**src/rtl/packet_arbiter_pkg.sv**
```systemverilog
// packet_arbiter_pkg: shared widths, arbiter state encodings and channel indices
package packet_arbiter_pkg;
  localparam int PKT_HEAD_WIDTH = 16;
  localparam int PKT_DATA_WIDTH = 32;
  typedef enum logic [1:0] {ARB_IDLE_s = 2'd0, ARB_CH0_s = 2'd1, ARB_CH1_s = 2'd2} arb_state_e;
  localparam logic CH_REQ = 1'b0;
  localparam logic CH_ACK = 1'b1;
endpackage

```
**src/rtl/packet_arbiter_if.sv**
```systemverilog
// packet_arbiter_if: packet beat bus (valid/ready with head, data, start, last)
// master drives the beat and samples ready; slave receives the beat and drives ready
interface packet_arbiter_if import packet_arbiter_pkg::*; #(
  parameter int HW = PKT_HEAD_WIDTH,
  parameter int DW = PKT_DATA_WIDTH
);
  logic          valid;
  logic [HW-1:0] head;
  logic [DW-1:0] data;
  logic          start;
  logic          last;
  logic          ready;
  modport master(output valid, head, data, start, last, input ready);
  modport slave(input valid, head, data, start, last, output ready);
endinterface

```
**src/rtl/packet_egress_reg.sv**
```systemverilog
// packet_egress_reg: registered valid/ready output stage for packet beats
// clk, rst_n: clock and async active-low reset
// load_i, head_i, data_i, start_i, last_i: beat to capture this cycle
// free_o: stage can take a beat this cycle; send_o: registered egress bus
module packet_egress_reg import packet_arbiter_pkg::*; #(
  parameter int HW = PKT_HEAD_WIDTH,
  parameter int DW = PKT_DATA_WIDTH
) (
  input  logic                     clk,
  input  logic                     rst_n,
  input  logic                     load_i,
  input  logic [HW-1:0]            head_i,
  input  logic [DW-1:0]            data_i,
  input  logic                     start_i,
  input  logic                     last_i,
  output logic                     free_o,
  packet_arbiter_if.master         send_o
);
  logic          valid_q;
  logic [HW-1:0] head_q;
  logic [DW-1:0] data_q;
  logic          start_q;
  logic          last_q;
  always_ff @(posedge clk or negedge rst_n)
    if (!rst_n) begin
      valid_q <= 1'b0;
      head_q  <= '0;
      data_q  <= '0;
      start_q <= 1'b0;
      last_q  <= 1'b0;
    end else if (load_i) begin
      valid_q <= 1'b1;
      head_q  <= head_i;
      data_q  <= data_i;
      start_q <= start_i;
      last_q  <= last_i;
    end else if (send_o.ready)
      valid_q <= 1'b0;
  assign free_o       = !valid_q || send_o.ready;
  assign send_o.valid = valid_q;
  assign send_o.head  = head_q;
  assign send_o.data  = data_q;
  assign send_o.start = start_q;
  assign send_o.last  = last_q;
endmodule

```
**src/rtl/packet_arbiter.sv**
```systemverilog
// packet_arbiter: packet-atomic 2-channel round-robin merge with optional ACK priority
// clk, rst_n: clock and async active-low reset
// ch0_i: request/response stream; ch1_i: ACKNOWLEDGE stream; send_o: registered egress
// ov_channel_0_pkt_cnt / ov_channel_1_pkt_cnt: packets forwarded per channel
module packet_arbiter import packet_arbiter_pkg::*; #(
  parameter int HEAD_WIDTH   = PKT_HEAD_WIDTH,
  parameter int DATA_WIDTH   = PKT_DATA_WIDTH,
  parameter bit ACK_PRIORITY = 1'b0,
  parameter int CNT_WIDTH    = 32
) (
  input  logic                 clk,
  input  logic                 rst_n,
  packet_arbiter_if.slave      ch0_i,
  packet_arbiter_if.slave      ch1_i,
  packet_arbiter_if.master     send_o,
  output logic [CNT_WIDTH-1:0] ov_channel_0_pkt_cnt,
  output logic [CNT_WIDTH-1:0] ov_channel_1_pkt_cnt
);
  arb_state_e           state_q, state_d;
  logic                 last_grant_q, last_grant_d;
  logic [CNT_WIDTH-1:0] cnt0_q, cnt1_q;
  logic                 free, rdy0, rdy1, acc0, acc1, req0, req1, grant1, done;
  assign req0 = ch0_i.valid && ch0_i.start;
  assign req1 = ch1_i.valid && ch1_i.start;
  assign acc0 = ch0_i.valid && rdy0;
  assign acc1 = ch1_i.valid && rdy1;
  assign done = (acc0 && ch0_i.last) || (acc1 && ch1_i.last);
  // channel 1 takes an idle-time conflict under ACK priority or when channel 0 had the last grant
  assign grant1 = req1 && (!req0 || ACK_PRIORITY || last_grant_q == CH_REQ);
  always_ff @(posedge clk or negedge rst_n)
    if (!rst_n) begin
      state_q      <= ARB_IDLE_s;
      last_grant_q <= CH_ACK;
    end else begin
      state_q      <= state_d;
      last_grant_q <= last_grant_d;
    end
  always_comb begin
    state_d      = state_q == ARB_IDLE_s ? (grant1 ? ARB_CH1_s : req0 ? ARB_CH0_s : ARB_IDLE_s)
                                         : (done ? ARB_IDLE_s : state_q);
    last_grant_d = (state_q == ARB_IDLE_s && (req0 || req1)) ? grant1 : last_grant_q;
  end
  always_comb begin
    rdy0 = state_q == ARB_CH0_s && free;
    rdy1 = state_q == ARB_CH1_s && free;
  end
  assign ch0_i.ready = rdy0;
  assign ch1_i.ready = rdy1;
  always_ff @(posedge clk or negedge rst_n)
    if (!rst_n) begin
      cnt0_q <= '0;
      cnt1_q <= '0;
    end else begin
      if (acc0 && ch0_i.last) cnt0_q <= cnt0_q + 1'b1;
      if (acc1 && ch1_i.last) cnt1_q <= cnt1_q + 1'b1;
    end
  assign ov_channel_0_pkt_cnt = cnt0_q;
  assign ov_channel_1_pkt_cnt = cnt1_q;
  packet_egress_reg #(.HW(HEAD_WIDTH), .DW(DATA_WIDTH)) u_egress (
    .clk     (clk),
    .rst_n   (rst_n),
    .load_i  (acc0 || acc1),
    .head_i  (acc1 ? ch1_i.head : ch0_i.head),
    .data_i  (acc1 ? ch1_i.data : ch0_i.data),
    .start_i (acc1 ? ch1_i.start : ch0_i.start),
    .last_i  (acc1 ? ch1_i.last : ch0_i.last),
    .free_o  (free),
    .send_o  (send_o)
  );
endmodule

```
**src/flat_wrapper.sv**
```systemverilog
// flat-port wrapper written by rule: the top's interface ports become plain ports
module packet_arbiter_flat import packet_arbiter_pkg::*;
#(
  parameter int HEAD_WIDTH   = PKT_HEAD_WIDTH,
  parameter int DATA_WIDTH   = PKT_DATA_WIDTH,
  parameter bit ACK_PRIORITY = 1'b0,
  parameter int CNT_WIDTH    = 32
)
  (clk, rst_n, ov_channel_0_pkt_cnt, ov_channel_1_pkt_cnt, ch0_i_valid, ch0_i_head, ch0_i_data, ch0_i_start, ch0_i_last, ch0_i_ready, ch1_i_valid, ch1_i_head, ch1_i_data, ch1_i_start, ch1_i_last, ch1_i_ready, send_o_valid, send_o_head, send_o_data, send_o_start, send_o_last, send_o_ready);
  packet_arbiter_if ch0_i_i ();
  packet_arbiter_if ch1_i_i ();
  packet_arbiter_if send_o_i ();
  input  logic clk;
  input  logic rst_n;
  output logic [CNT_WIDTH-1:0] ov_channel_0_pkt_cnt;
  output logic [CNT_WIDTH-1:0] ov_channel_1_pkt_cnt;
  input wire logic [$bits(ch0_i_i.valid)-1:0] ch0_i_valid;
  input wire logic [$bits(ch0_i_i.head)-1:0] ch0_i_head;
  input wire logic [$bits(ch0_i_i.data)-1:0] ch0_i_data;
  input wire logic [$bits(ch0_i_i.start)-1:0] ch0_i_start;
  input wire logic [$bits(ch0_i_i.last)-1:0] ch0_i_last;
  output wire logic [$bits(ch0_i_i.ready)-1:0] ch0_i_ready;
  input wire logic [$bits(ch1_i_i.valid)-1:0] ch1_i_valid;
  input wire logic [$bits(ch1_i_i.head)-1:0] ch1_i_head;
  input wire logic [$bits(ch1_i_i.data)-1:0] ch1_i_data;
  input wire logic [$bits(ch1_i_i.start)-1:0] ch1_i_start;
  input wire logic [$bits(ch1_i_i.last)-1:0] ch1_i_last;
  output wire logic [$bits(ch1_i_i.ready)-1:0] ch1_i_ready;
  output wire logic [$bits(send_o_i.valid)-1:0] send_o_valid;
  output wire logic [$bits(send_o_i.head)-1:0] send_o_head;
  output wire logic [$bits(send_o_i.data)-1:0] send_o_data;
  output wire logic [$bits(send_o_i.start)-1:0] send_o_start;
  output wire logic [$bits(send_o_i.last)-1:0] send_o_last;
  input wire logic [$bits(send_o_i.ready)-1:0] send_o_ready;
  assign ch0_i_i.valid = ch0_i_valid;
  assign ch0_i_i.head = ch0_i_head;
  assign ch0_i_i.data = ch0_i_data;
  assign ch0_i_i.start = ch0_i_start;
  assign ch0_i_i.last = ch0_i_last;
  assign ch0_i_ready = ch0_i_i.ready;
  assign ch1_i_i.valid = ch1_i_valid;
  assign ch1_i_i.head = ch1_i_head;
  assign ch1_i_i.data = ch1_i_data;
  assign ch1_i_i.start = ch1_i_start;
  assign ch1_i_i.last = ch1_i_last;
  assign ch1_i_ready = ch1_i_i.ready;
  assign send_o_valid = send_o_i.valid;
  assign send_o_head = send_o_i.head;
  assign send_o_data = send_o_i.data;
  assign send_o_start = send_o_i.start;
  assign send_o_last = send_o_i.last;
  assign send_o_i.ready = send_o_ready;
  packet_arbiter #(.HEAD_WIDTH(HEAD_WIDTH), .DATA_WIDTH(DATA_WIDTH), .ACK_PRIORITY(ACK_PRIORITY), .CNT_WIDTH(CNT_WIDTH)) u_core (.clk(clk), .rst_n(rst_n), .ch0_i(ch0_i_i), .ch1_i(ch1_i_i), .send_o(send_o_i), .ov_channel_0_pkt_cnt(ov_channel_0_pkt_cnt), .ov_channel_1_pkt_cnt(ov_channel_1_pkt_cnt));
endmodule
```
**config.mk**
```make
export PLATFORM = sky130hd
export DESIGN_NAME = packet_arbiter_flat
export DESIGN_NICKNAME = d
export VERILOG_FILES = /design/src/rtl/packet_arbiter_pkg.sv /design/src/rtl/packet_arbiter_if.sv /design/src/rtl/packet_egress_reg.sv /design/src/rtl/packet_arbiter.sv /design/src/flat_wrapper.sv
export SDC_FILE = /design/constraint.sdc
export NUM_CORES = 1
export LEC_CHECK = 0
export CAP_MARGIN = 20
export CORE_UTILIZATION = 47
export CTS_CLUSTER_DIAMETER = 150
export DETAILED_ROUTE_END_ITERATION = 8
export PLACE_DENSITY = 0.86
export SYNTH_ARGS = -nofsm -noshare
export SYNTH_HDL_FRONTEND = slang
export SYNTH_SLANG_ARGS = --single-unit
```
**constraint.sdc**
```tcl
create_clock -name clk -period 3.45 [get_ports clk]
set_input_delay 1.035 -clock clk [delete_from_list [all_inputs] [get_ports clk]]
set_output_delay 1.035 -clock clk [all_outputs]
set_load 0.02 [all_outputs]
```
==> run_results.csv <==
group,metric,value,unit
outcome,status,"complete, no violations",
critical_path,crit_buf_inv,2,
critical_path,arrival,2.31,ns
synthesis,synth_cell_types,39,
route,drt_first_pass_iters,4,
sta,setup_viol,0,
sta,finalCritPeriodShare,0.9692,
clock_tree,htree_levels,4,
critical_path,cp-start-kind,"input pin",
global_route,globalRouteOverflowTotal,0,
critical_path,crit_type,"in2out",
route,drc,0,
clock_tree,cts_buffers,17,
clock_tree,clk_pin_slew_worst_paths,0.05,ns
power,p_sw_frac,0.3266,
sta,drv_slew,0,
route,totalWireLength,14.86,mm
finish,drive_above_1_share,0.07951,
sta,clock.fmax,0.2991,GHz
global_route,grt_start_max_net_pins,103,
power,powerDensity,740.5,nW/um2
power,ir_worst_vdd,0.0005998,V
finish,synthToLayoutAreaGrowth,56.41,%
hold_path,hp-class,"reg2reg",
power,p_clk_frac,0.310,
power,switchingPower,2053,uW
critical_path,critical_path.top_delay_family,"buffers and inverters",
placed_design,globalplace.congestion,0.8022,
sta,worst_clock_skew,0.006650,ns
clock_tree,ctsLongestPathBuffers,2,
placed_design,post_dp_cell_area,7825,um2
synthesis,synth_area,5425,um2
synthesis,yosysWarnings,0,
sta,min_period,3.344,ns
synthesis,async_flop_share,1.000,
synthesis,synth_top_area_share,0.5397,
power,p_leak,0.003928,uW
power,pwr-share-seq,0.323,
finish,multi_input_area,2364,um2
clock_tree,clk-insertion-delay-late,0.42,ns
synthesis,postSynthNetCount,608,
finish,fill_cells,741,
synthesis,synth_area_leaders,"dfrtp_1, mux2i_1, xnor2_1",
finish,regArea,2954,um2
synthesis,synth-edff-count,0,
route,via_per_inst,5.239,
critical_path,crit_path_frequent_cell,"clkdlybuf4s50_1",
synthesis,ys_seq_area_frac,0.5445,
placed_design,detailed_place_hpwl,10.63,mm
route,post_drt_wl_per_cell,16.85,um
critical_path,worstSetupEndpointType,"output port",
floorplanning,die_h,109.4,um
sta,finalHoldViolations,0,
placed_design,port_buffers,221,
sta,slew_headroom,0.3595,
synthesis,synth_top_area_cell,"dfrtp_1",
floorplanning,initial_core_util,0.4918,
global_route,grt_first_pass_wirelength,23.27,mm
critical_path,crit_fanout,2,
critical_path,slowest_delay,0.64,ns
global_route,antenna_found_initial,0,
critical_path,path_cells,"clkdlybuf4s50_1 -> nor2b_1 -> nor2_1 -> clkdlybuf4s50_1",
synthesis,syn_avg_cell_area,10.83,um2
route,drt_first_iter_violations,191,
sta,tns,0,ns
critical_path,cp.required,2.41,ns
floorplanning,die_w,109.4,um
clock_tree,postCtsSetupBuffers,0,
flow_run,drv_cap,0,
critical_path,critPathSlowestCell,"clkdlybuf4s50_1",
power,p_int,4231,uW
finish,diodes,0,
floorplanning,dieArea,11980,um2
synthesis,synth-seq-cells,118,
floorplanning,coreArea,11030,um2
route,antenna_left,0,
global_route,grt_use_total,0.2584,
sta,tightest_slew,0.9607,ns
clock_tree,cts.sinks,118,
finish,fin_util,0.7693,
synthesis,ys_dominant_reg_cell,"dfrtp_1",
floorplanning,pin_count,222,
finish,layout.nets,836,
floorplanning,rows,38,
synthesis,syn_inst,501,
global_route,grt_pass1_vias,4779,
clock_tree,root_buffer,"clkbuf_16",
sta,rsz0062_at_grt,"no",
finish,fin_area,8486,um2
route,vias,4621,
clock_tree,cts_tree,"built",
power,p_comb_frac,0.367,
-- final cells by class --
class	count	share of cell area
multi-input combinational	355	0.2785
sequential	118	0.3481
timing repair buffer	231	0.2720
clock buffer	24	0.06149
tap	140	0.02064
clock inverter	8	0.01651
inverter	6	0.002654
-- cell families (layout without fill, tap and decap cells) --
logic type | after synthesis | count (layout) | share of synthesized area
DFF | 118 | 118 | 0.5445
xor gates and xnor gates | 62 | 62 | 0.1001
muxes | 51 | 51 | 0.09456
and+or+nand+nor | 185 | 185 | 0.1836
AOI/OAI and AO/OA | 55 | 55 | 0.05235
buffers and inverters | 28 | 269 | 0.02029
adders and majority gates | 2 | 2 | 0.004612
-- cell usage after synthesis, types with 3 or more instances --
cell,number
a21oi_1,51
and3_1,16
and4_1,5
buf_1,4
clkbuf_1,16
dfrtp_1,117
inv_1,6
mux2i_1,49
nand2_1,30
nand3_1,25
nand4_1,13
nor2_1,66
nor3_2,4
nor4_1,3
or3_1,4
xnor2_1,40
xor2_1,22
-- path summary, 6_finish.rpt --
check	endpoint	startpoint	slack [ns]	depth (start not counted)
min in group asynchronous	u_core.u_egress.send_o.data[5]$_DFFE_PN0P_	rst_n	0.58	1
hold reg to reg	u_core.ov_channel_1_pkt_cnt[31]$_DFFE_PN0P_	u_core.ov_channel_1_pkt_cnt[31]$_DFFE_PN0P_	0.47	1
setup reg to reg	u_core.ov_channel_1_pkt_cnt[19]$_DFFE_PN0P_	u_core.u_egress.send_o.valid$_DFFE_PN0P_	1.27	6
setup / recovery	ch1_i_ready	send_o_ready	0.11	4
hold / removal	u_core.ov_channel_1_pkt_cnt[31]$_DFFE_PN0P_	u_core.ov_channel_1_pkt_cnt[31]$_DFFE_PN0P_	0.47	1
max in group asynchronous	u_core.u_egress.send_o.head[10]$_DFFE_PN0P_	rst_n	2.01	2
-- timing repair --
action                                  CTS  global route
hold buffers                              0             0
resized for setup                         1             0
endpoints found under the setup margin    1             0
-- layout by cell type, fill, tap and decap left out, types with 13 or more instances in the layout --
cell type        instances
mux2i_1                 49
clkdlybuf4s50_1        219
nand2_1                 30
and3_1                  16
nand3_1                 25
nor2_1                  66
a21oi_1                 51
clkbuf_16               17
nand4_1                 13
xnor2_1                 40
xor2_1                  22
dfrtp_1                117
-- power groups by stage --
| stage | logic (uW) | registers, uW | clock network (uW) |
|---|---|---|---|
| floorplan | 771 | 2440 | 0 |
| global route | 2430 | 2080 | 2030 |
| finish | 2310 | 2030 | 1950 |
| CTS | 2320 | 2030 | 1970 |
| global placement | 2260 | 2020 | 0 |
| detailed placement | 2300 | 2040 | 0 |
-- layer usage --
layer,vias up,track usage,wire (um)
met5,-,0,0
met4,0,0.1314,493
met3,36,0.09959,1229
met2,171,0.4416,7552
met1,2225,0.2782,5584
li1,2189,-,-
-- registers in the layout, indices dropped and copies added (netlist names) --
signal	cells
u_core.ov_channel_0_pkt_cnt	32
u_core.ov_channel_1_pkt_cnt	32
u_core.u_egress.send_o.data	32
u_core.u_egress.send_o.head	16
u_core.state_q	2
u_core.last_grant_q	1
u_core.u_egress.send_o.last	1
u_core.u_egress.send_o.start	1
u_core.u_egress.send_o.valid	1
-- metrics by stage --
step	setup WS (ns)	hold slack [ns]	std cells	power (uW)
3_3_place_gp	-0.02611	0.4613	850	4274
3_5_place_dp	-0.01261	0.4624	850	4344
2_1_floorplan	0.8729	0.5381	501	3210
5_1_grt	0.07534	0.4849	882	6544
6_report	0.1063	0.4706	882	6284
4_1_cts	0.09875	0.4737	882	6321
Power figures use the tool's default switching activity.
